<file path="src/rtl/fta_pkg.sv">
// Bus types shared by FTA initiators and targets: 128-bit command request
// and response records.
package fta_pkg;

  typedef logic [31:0] fta_address_t;
  typedef logic [7:0]  fta_tranid_t;

  typedef struct packed {
    logic [5:0]   cid;
    fta_tranid_t  tid;
    logic         cyc;
    logic         stb;
    logic         we;
    logic [15:0]  sel;
    fta_address_t padr;
    logic [127:0] data1;
  } fta_cmd_request128_t;

  typedef struct packed {
    logic [5:0]   cid;
    fta_tranid_t  tid;
    logic         stall;
    logic         ack;
    logic         err;
    logic [127:0] dat;
  } fta_cmd_response128_t;

endpackage

</file>
<file path="src/rtl/video_line_fetch_pkg.sv">
// Shared video definitions: line-fetch FSM states, fetch geometry constants
// and the line address helper.
package video_line_fetch_pkg;
  import fta_pkg::*;

  typedef enum logic [1:0] {
    ST_IDLE  = 2'd0,
    ST_ISSUE = 2'd1,
    ST_DRAIN = 2'd2
  } video_fetch_state_t;

  localparam int WORD_BYTES = 16;
  localparam int DATA_W     = 128;
  localparam int LINE_W     = 12;
  localparam int WPL_W      = 12;
  localparam int STRIDE_W   = 16;

  function automatic fta_address_t line_address(fta_address_t base,
                                                logic [LINE_W-1:0] line,
                                                logic [STRIDE_W-1:0] stride);
    return base + fta_address_t'(line) * fta_address_t'(stride);
  endfunction

endpackage

</file>
<file path="src/rtl/edge_det.sv">
// Rising-edge detector for a level input; output is combinational against
// the registered previous value.
module edge_det (
  input  logic clk,
  input  logic rst_n,
  input  logic d,
  output logic rise
);

  logic d_reg;

  always_ff @(posedge clk) begin
    if (!rst_n) d_reg <= 1'b0;
    else        d_reg <= d;
  end

  assign rise = d & ~d_reg;

endmodule

</file>
<file path="src/rtl/video_fetch_rob.sv">
// Reorder buffer: responses land by transaction id, words leave in issue
// order from the head slot through a registered read with write bypass.
module video_fetch_rob
  import video_line_fetch_pkg::*;
#(
  parameter int MAXO = 8,
  parameter int IW   = $clog2(MAXO)
) (
  input  logic              clk,
  input  logic              rst_n,
  input  logic              alloc,
  input  logic [IW-1:0]     alloc_idx,
  input  logic              wr,
  input  logic [IW-1:0]     wr_idx,
  input  logic [DATA_W-1:0] wr_dat,
  input  logic              pop,
  output logic [MAXO-1:0]   pending,
  output logic [MAXO-1:0]   filled,
  output logic              head_vld,
  output logic [DATA_W-1:0] head_dat
);

  logic [DATA_W-1:0] mem [MAXO];
  logic [DATA_W-1:0] rd_reg;
  logic [IW-1:0]     head_reg;
  logic [IW-1:0]     head_next;

  assign head_next = pop ? head_reg + IW'(1) : head_reg;

  always_ff @(posedge clk) begin
    if (wr) mem[wr_idx] <= wr_dat;
  end

  // Read the slot that will be head next cycle; a same-cycle write to it wins.
  always_ff @(posedge clk) begin
    if (!rst_n) begin
      rd_reg   <= '0;
      head_reg <= '0;
    end else begin
      head_reg <= head_next;
      if (wr && wr_idx == head_next) rd_reg <= wr_dat;
      else                           rd_reg <= mem[head_next];
    end
  end

  for (genvar gi = 0; gi < MAXO; gi++) begin : g_slot
    logic pend_reg;
    logic fill_reg;

    always_ff @(posedge clk) begin
      if (!rst_n) begin
        pend_reg <= 1'b0;
        fill_reg <= 1'b0;
      end else begin
        if (alloc && alloc_idx == IW'(gi))   pend_reg <= 1'b1;
        else if (wr && wr_idx == IW'(gi))    pend_reg <= 1'b0;
        if (wr && wr_idx == IW'(gi))         fill_reg <= 1'b1;
        else if (pop && head_reg == IW'(gi)) fill_reg <= 1'b0;
      end
    end

    assign pending[gi] = pend_reg;
    assign filled[gi]  = fill_reg;
  end

  assign head_vld = filled[head_reg];
  assign head_dat = rd_reg;

endmodule

</file>
<file path="src/rtl/video_line_fetch.sv">
// Video line fetcher: issues up to MAXO outstanding 128-bit reads per line
// and returns the words to the pixel consumer in address order.
module video_line_fetch
  import fta_pkg::*;
  import video_line_fetch_pkg::*;
#(
  parameter logic [5:0] CID  = 6'd3,
  parameter int         MAXO = 8
) (
  input  logic                 clk,
  input  logic                 rst_n,
  input  logic                 en,
  input  logic                 vSync,
  input  logic                 hstart,
  input  fta_address_t         base_adr,
  input  logic [15:0]          stride,
  input  logic [11:0]          wpl,
  output fta_cmd_request128_t  req,
  input  fta_cmd_response128_t resp,
  output logic [127:0]         pix_dat,
  output logic                 pix_vld,
  input  logic                 pix_rdy,
  output logic                 busy,
  output logic                 ovr
);

  localparam int IW = $clog2(MAXO);

  video_fetch_state_t state_reg, state_next;
  logic [LINE_W-1:0]  line_reg, line_cur;
  logic               vs_pend_reg, vs_rise;
  fta_address_t       padr_reg;
  logic [IW-1:0]      tid_reg;
  logic [WPL_W-1:0]   word_reg, wpl_reg;
  logic [IW:0]        outst_reg;
  logic               ovr_reg;
  logic               start, cyc, accept, pop, resp_hit;
  logic [MAXO-1:0]    rob_pending, rob_filled;
  logic [DATA_W-1:0]  rob_wr_dat;

  edge_det u_vs_edge (
    .clk  (clk),
    .rst_n(rst_n),
    .d    (vSync),
    .rise (vs_rise)
  );

  assign start    = (state_reg == ST_IDLE) && hstart && en && (wpl != '0);
  assign line_cur = (vs_pend_reg || vs_rise) ? '0 : line_reg;
  assign accept   = cyc && !resp.stall;
  assign pop      = pix_vld && pix_rdy;
  // Only ids we actually issued (upper bits clear, slot awaiting data) count.
  assign resp_hit = resp.ack && (resp.cid == CID) && ((resp.tid >> IW) == '0)
                    && rob_pending[resp.tid[IW-1:0]];
  assign rob_wr_dat = resp.err ? '0 : resp.dat;

  always_comb begin
    state_next = state_reg;
    cyc        = 1'b0;
    case (state_reg)
      ST_IDLE: begin
        if (start) state_next = ST_ISSUE;
      end
      ST_ISSUE: begin
        cyc = (outst_reg != (IW+1)'(MAXO)) && !rob_pending[tid_reg] && !rob_filled[tid_reg];
        if (cyc && !resp.stall && word_reg == wpl_reg - WPL_W'(1)) state_next = ST_DRAIN;
      end
      ST_DRAIN: begin
        if (outst_reg == '0 && rob_pending == '0 && rob_filled == '0) state_next = ST_IDLE;
      end
      default: state_next = ST_IDLE;
    endcase
  end

  always_ff @(posedge clk) begin
    if (!rst_n) begin
      state_reg   <= ST_IDLE;
      line_reg    <= '0;
      vs_pend_reg <= 1'b0;
      padr_reg    <= '0;
      tid_reg     <= '0;
      word_reg    <= '0;
      wpl_reg     <= '0;
      outst_reg   <= '0;
      ovr_reg     <= 1'b0;
    end else begin
      state_reg <= state_next;
      if (vs_rise) vs_pend_reg <= 1'b1;
      if (start) begin
        vs_pend_reg <= 1'b0;
        line_reg    <= line_cur + LINE_W'(1);
        padr_reg    <= line_address(base_adr, line_cur, stride);
        word_reg    <= '0;
        wpl_reg     <= wpl;
      end
      if (accept) begin
        padr_reg <= padr_reg + fta_address_t'(WORD_BYTES);
        tid_reg  <= tid_reg + IW'(1);
        word_reg <= word_reg + WPL_W'(1);
      end
      case ({accept, pop})
        2'b10:   outst_reg <= outst_reg + (IW+1)'(1);
        2'b01:   outst_reg <= outst_reg - (IW+1)'(1);
        default: outst_reg <= outst_reg;
      endcase
      if ((hstart && state_reg != ST_IDLE) || (resp_hit && resp.err)) ovr_reg <= 1'b1;
    end
  end

  video_fetch_rob #(.MAXO(MAXO)) u_rob (
    .clk      (clk),
    .rst_n    (rst_n),
    .alloc    (accept),
    .alloc_idx(tid_reg),
    .wr       (resp_hit),
    .wr_idx   (resp.tid[IW-1:0]),
    .wr_dat   (rob_wr_dat),
    .pop      (pop),
    .pending  (rob_pending),
    .filled   (rob_filled),
    .head_vld (pix_vld),
    .head_dat (pix_dat)
  );

  always_comb begin
    req      = '0;
    req.cyc  = cyc;
    req.stb  = cyc;
    req.we   = 1'b0;
    req.sel  = (state_reg == ST_ISSUE) ? '1 : '0;
    req.cid  = CID;
    req.tid  = fta_tranid_t'(tid_reg);
    req.padr = padr_reg;
  end

  assign busy = (state_reg != ST_IDLE);
  assign ovr  = ovr_reg;

endmodule
</file>
<file path="config.mk">
export PLATFORM = sky130hd
export DESIGN_NAME = video_line_fetch
export DESIGN_NICKNAME = d
export VERILOG_FILES = /design/src/rtl/fta_pkg.sv /design/src/rtl/video_line_fetch_pkg.sv /design/src/rtl/edge_det.sv /design/src/rtl/video_fetch_rob.sv /design/src/rtl/video_line_fetch.sv
export SDC_FILE = /design/constraint.sdc
export NUM_CORES = 2
export LEC_CHECK = 0
export CAP_MARGIN = 20
export CORE_MARGIN = 2
export CORE_UTILIZATION = 60
export DETAILED_ROUTE_END_ITERATION = 10
export PLACE_DENSITY_LB_ADDON = 0.15
export SLEW_MARGIN = 15
export SYNTH_ARGS = -nofsm -noshare
export SYNTH_HDL_FRONTEND = slang
export SYNTH_SLANG_ARGS = --single-unit
</file>
<file path="constraint.sdc">
create_clock -name clk -period 30.8 [get_ports clk]
set_clock_uncertainty 0.2 [all_clocks]
set_input_delay 3.08 -clock clk [delete_from_list [all_inputs] [get_ports clk]]
set_output_delay 3.08 -clock clk [all_outputs]
set_load 0.01 [all_outputs]
</file>
==> results.json <==
{
  "post_cts_resized": 0,
  "grt_pass1_wl_um": 195000,
  "grt_usage": 0.262,
  "num_io_pins": 535,
  "worst-path-max-fanout": 108,
  "clock_sinks": 1251,
  "cts.path.max_buffers": 3,
  "r2r_slack_ns": 23.35,
  "ff_latch_area_sq_um": 35300,
  "clkLatencyLatePin_ns": 0.73,
  "yosysMostFrequentCell": "edfxtp_1",
  "syn_area_sq_um": 57600,
  "p_clk_frac": 0.412,
  "cts_tree": "yes",
  "synth_area_leaders": "edfxtp_1, mux4_2, dfxtp_1",
  "synth_edf_count": 1024,
  "min_period_ns": 9.95,
  "firstDrtPassIters": 5,
  "min_to": "padr_reg[3]",
  "relSlewSlack": 0.160,
  "synth.top_cell.area_share": 0.534,
  "detail-route-antenna-nets": 0,
  "post-route-drc-count": 0,
  "critPathRequiredTime_ns": 31.14,
  "comb_power_share": 0.082,
  "die_w_um": 314,
  "whs_ns": 0.272,
  "clock_tree.root_cell": "clkbuf_16",
  "arrival_ns": 10.29,
  "worstHoldStart": "padr_reg[3]",
  "pre_cts_slack_ns": 20.25,
  "yosysWarnings": 0,
  "num_rows": 113,
  "cts_hold_buf": 0,
  "post_cts_buffers": 0,
  "ys_seq_area_frac": 0.612,
  "vias": 32300,
  "grt-ovfl-total": 0,
  "final_max_slew_viol_count": 0,
  "setup_viol": 0,
  "start_util": 0.606,
  "dominantRegCellSynth": "edfxtp_1",
  "antenna_found_initial": 15,
  "rr_startpoint": "u_vs_edge.d_reg",
  "intPower_uw": 2860,
  "hp-class": "reg2reg",
  "async_reset_ff_frac": 0,
  "largest_register_ffs": 1024,
  "setup_slack_ns": 20.85,
  "wire_per_inst_um": 23.5,
  "numCtsBuffers": 121,
  "fillers": 6406,
  "worstMarginPinSlew_ns": 1.26,
  "rsz0062_at_grt": "no",
  "vdd_drop_max_uv": 64.6,
  "crit_type": "in2reg",
  "ys_top_cells_by_count": "edfxtp_1, nand2_1, inv_1",
  "layout-drive-gt1-share": 0.121,
  "rr_endpoint": "padr_reg[26]",
  "switching_share": 0.222,
  "syn_avg_cell_area_sq_um": 15.2,
  "seqPwrFrac": 0.506,
  "io_buffers": 394,
  "areaGrowthSynthToFinish_pct": 14.8,
  "drtIter0Drc": 2829,
  "vias_per_cell": 5.88,
  "p_leak_uw": 0.0252,
  "drt_wl_total_um": 129000,
  "clkTransAtPathRegs_ns": 0.06,
  "coreArea_sq_um": 95200,
  "p_sw_uw": 815,
  "tns_ns": 0,
  "hold_viol": 0,
  "start_kind": "input port",
  "outcome": "completed",
  "netlist_instances": 3790,
  "rr_worst_depth": 23,
  "yosysUniqueCellTypes": 71,
  "grt_max_degree": 194,
  "period_share": 0.323,
  "pwr_density_cell_nw_per_um2": 55.5,
  "cap_viol_max_count": 0,
  "nets": 4585,
  "die_height_um": 314,
  "dpl.hpwl_um": 74300,
  "gp_congestion": 0.899,
  "grt_pass1_vias": 32500,
  "multi_input_area_sq_um": 19900,
  "fmax_mhz": 100,
  "synth_largest_area_cell": "edfxtp_1",
  "worstHoldPathCells": 2,
  "die_area_sq_um": 98600,
  "ys_seq_elements": 1251,
  "crit_path_end_kind": "flip-flop",
  "htree_num_levels": 3
}
[stage by stage]
step | instances | total power, uW | util | area (sq um)
6_report | 5490 | 3670 | 0.696 | 66200
5_1_grt | 5489 | 3790 | 0.696 | 66200
4_1_cts | 5488 | 3700 | 0.696 | 66200
3_5_place_dp | 5257 | 2200 | 0.652 | 62100
3_3_place_gp | 5257 | 2190 | 0.652 | 62100
2_1_floorplan | 3928 | 2090 | - | 58200
[logic make-up after synthesis]
family / share of synthesized area
DFF: 0.612
and+or+nand+nor: 0.0710
buffers and inverters: 0.0538
muxes: 0.127
AOI/OAI and AO/OA: 0.0492
adders and majority gates: 0.0781
xor gates and xnor gates: 0.00838
other: 0.000130
[cell type report]
cell class              instances  share of cell area
clock buffers                 152              0.0490
diodes                          2           0.0000756
flip-flops and latches       1251               0.533
multi-input cells            2041               0.300
repair buffers                430              0.0652
clock inverters                79              0.0133
inverters                     270              0.0153
well taps                    1265              0.0239
[worst max path at each step]
stage,from,endpoint,slack [ns],cells after the start
after floorplan,resp[131],u_rob.mem[0][0],17.03,6
after global placement,vSync,padr_reg[26],20.28,23
after detailed placement,vSync,padr_reg[26],20.25,23
after CTS,vSync,padr_reg[26],20.96,23
after global routing,vSync,padr_reg[26],20.38,23
final,vSync,padr_reg[26],20.85,23
[cell usage in the layout, fill, tap and decap left out, types with 8 or more instances in the layout]
cell / netlist / routed
o21ai_0: 55 / 55
nor2b_1: 151 / 151
fa_1: 168 / 168
nand3_1: 40 / 40
conb_1: 2 / 140
xor2_1: 21 / 21
nand4_1: 20 / 20
clkbuf_16: 0 / 121
and2_1: 33 / 33
buf_12: 0 / 8
o31ai_1: 8 / 8
nor2_1: 57 / 51
mux4_2: 261 / 261
nor4_1: 16 / 16
nand2b_1: 11 / 11
a21oi_1: 57 / 56
ha_1: 91 / 91
mux2i_1: 142 / 142
xnor2_1: 31 / 31
buf_4: 181 / 29
clkbuf_8: 0 / 10
clkdlybuf4s50_1: 0 / 392
clkinvlp_4: 0 / 9
edfxtp_1: 1024 / 1024
a21o_1: 19 / 19
clkinv_2: 0 / 22
clkbuf_1: 140 / 21
dfxtp_1: 227 / 227
and3_1: 107 / 107
clkinv_1: 0 / 21
bufinv_16: 0 / 14
nand2_1: 337 / 337
o211a_1: 130 / 130
o21a_1: 12 / 12
a21boi_0: 31 / 31
inv_1: 268 / 268
nor3_1: 22 / 20
[power by group through the flow]
stage	Combinational (uW)	Clock, uW	Sequential, uW
floorplan	197	0	1900
global placement	300	0	1890
detailed placement	303	0	1890
CTS	305	1540	1860
global route	328	1600	1860
finish	302	1510	1860
[critical path, cell delays in order]
cell and delay (ns):
clkdlybuf4s50_1 0.48, a21oi_4 0.14, buf_4 0.64, and2_0 0.75, nand2_1 0.18, fa_1 0.53
fa_1 0.52, inv_1 0.05, fa_1 0.48, fa_1 0.49, inv_1 0.05, fa_1 0.47
inv_1 0.04, ha_1 0.33, a21oi_1 0.19, o211ai_1 0.14, and3_1 0.23, o31ai_1 0.34
o21ai_0 0.22, a22oi_1 0.37, mux2i_1 0.26, xor2_1 0.17, a21oi_1 0.09
[routing by layer]
metal  global-route usage  up-vias  wire [um]
li1                     -    14300          -
met1                0.362    16700      53100
met2                0.437     1051      64200
met3               0.0482      195       8450
met4               0.0650       26       2920
met5                    0        -        152
Power figures use the tool's default switching activity.
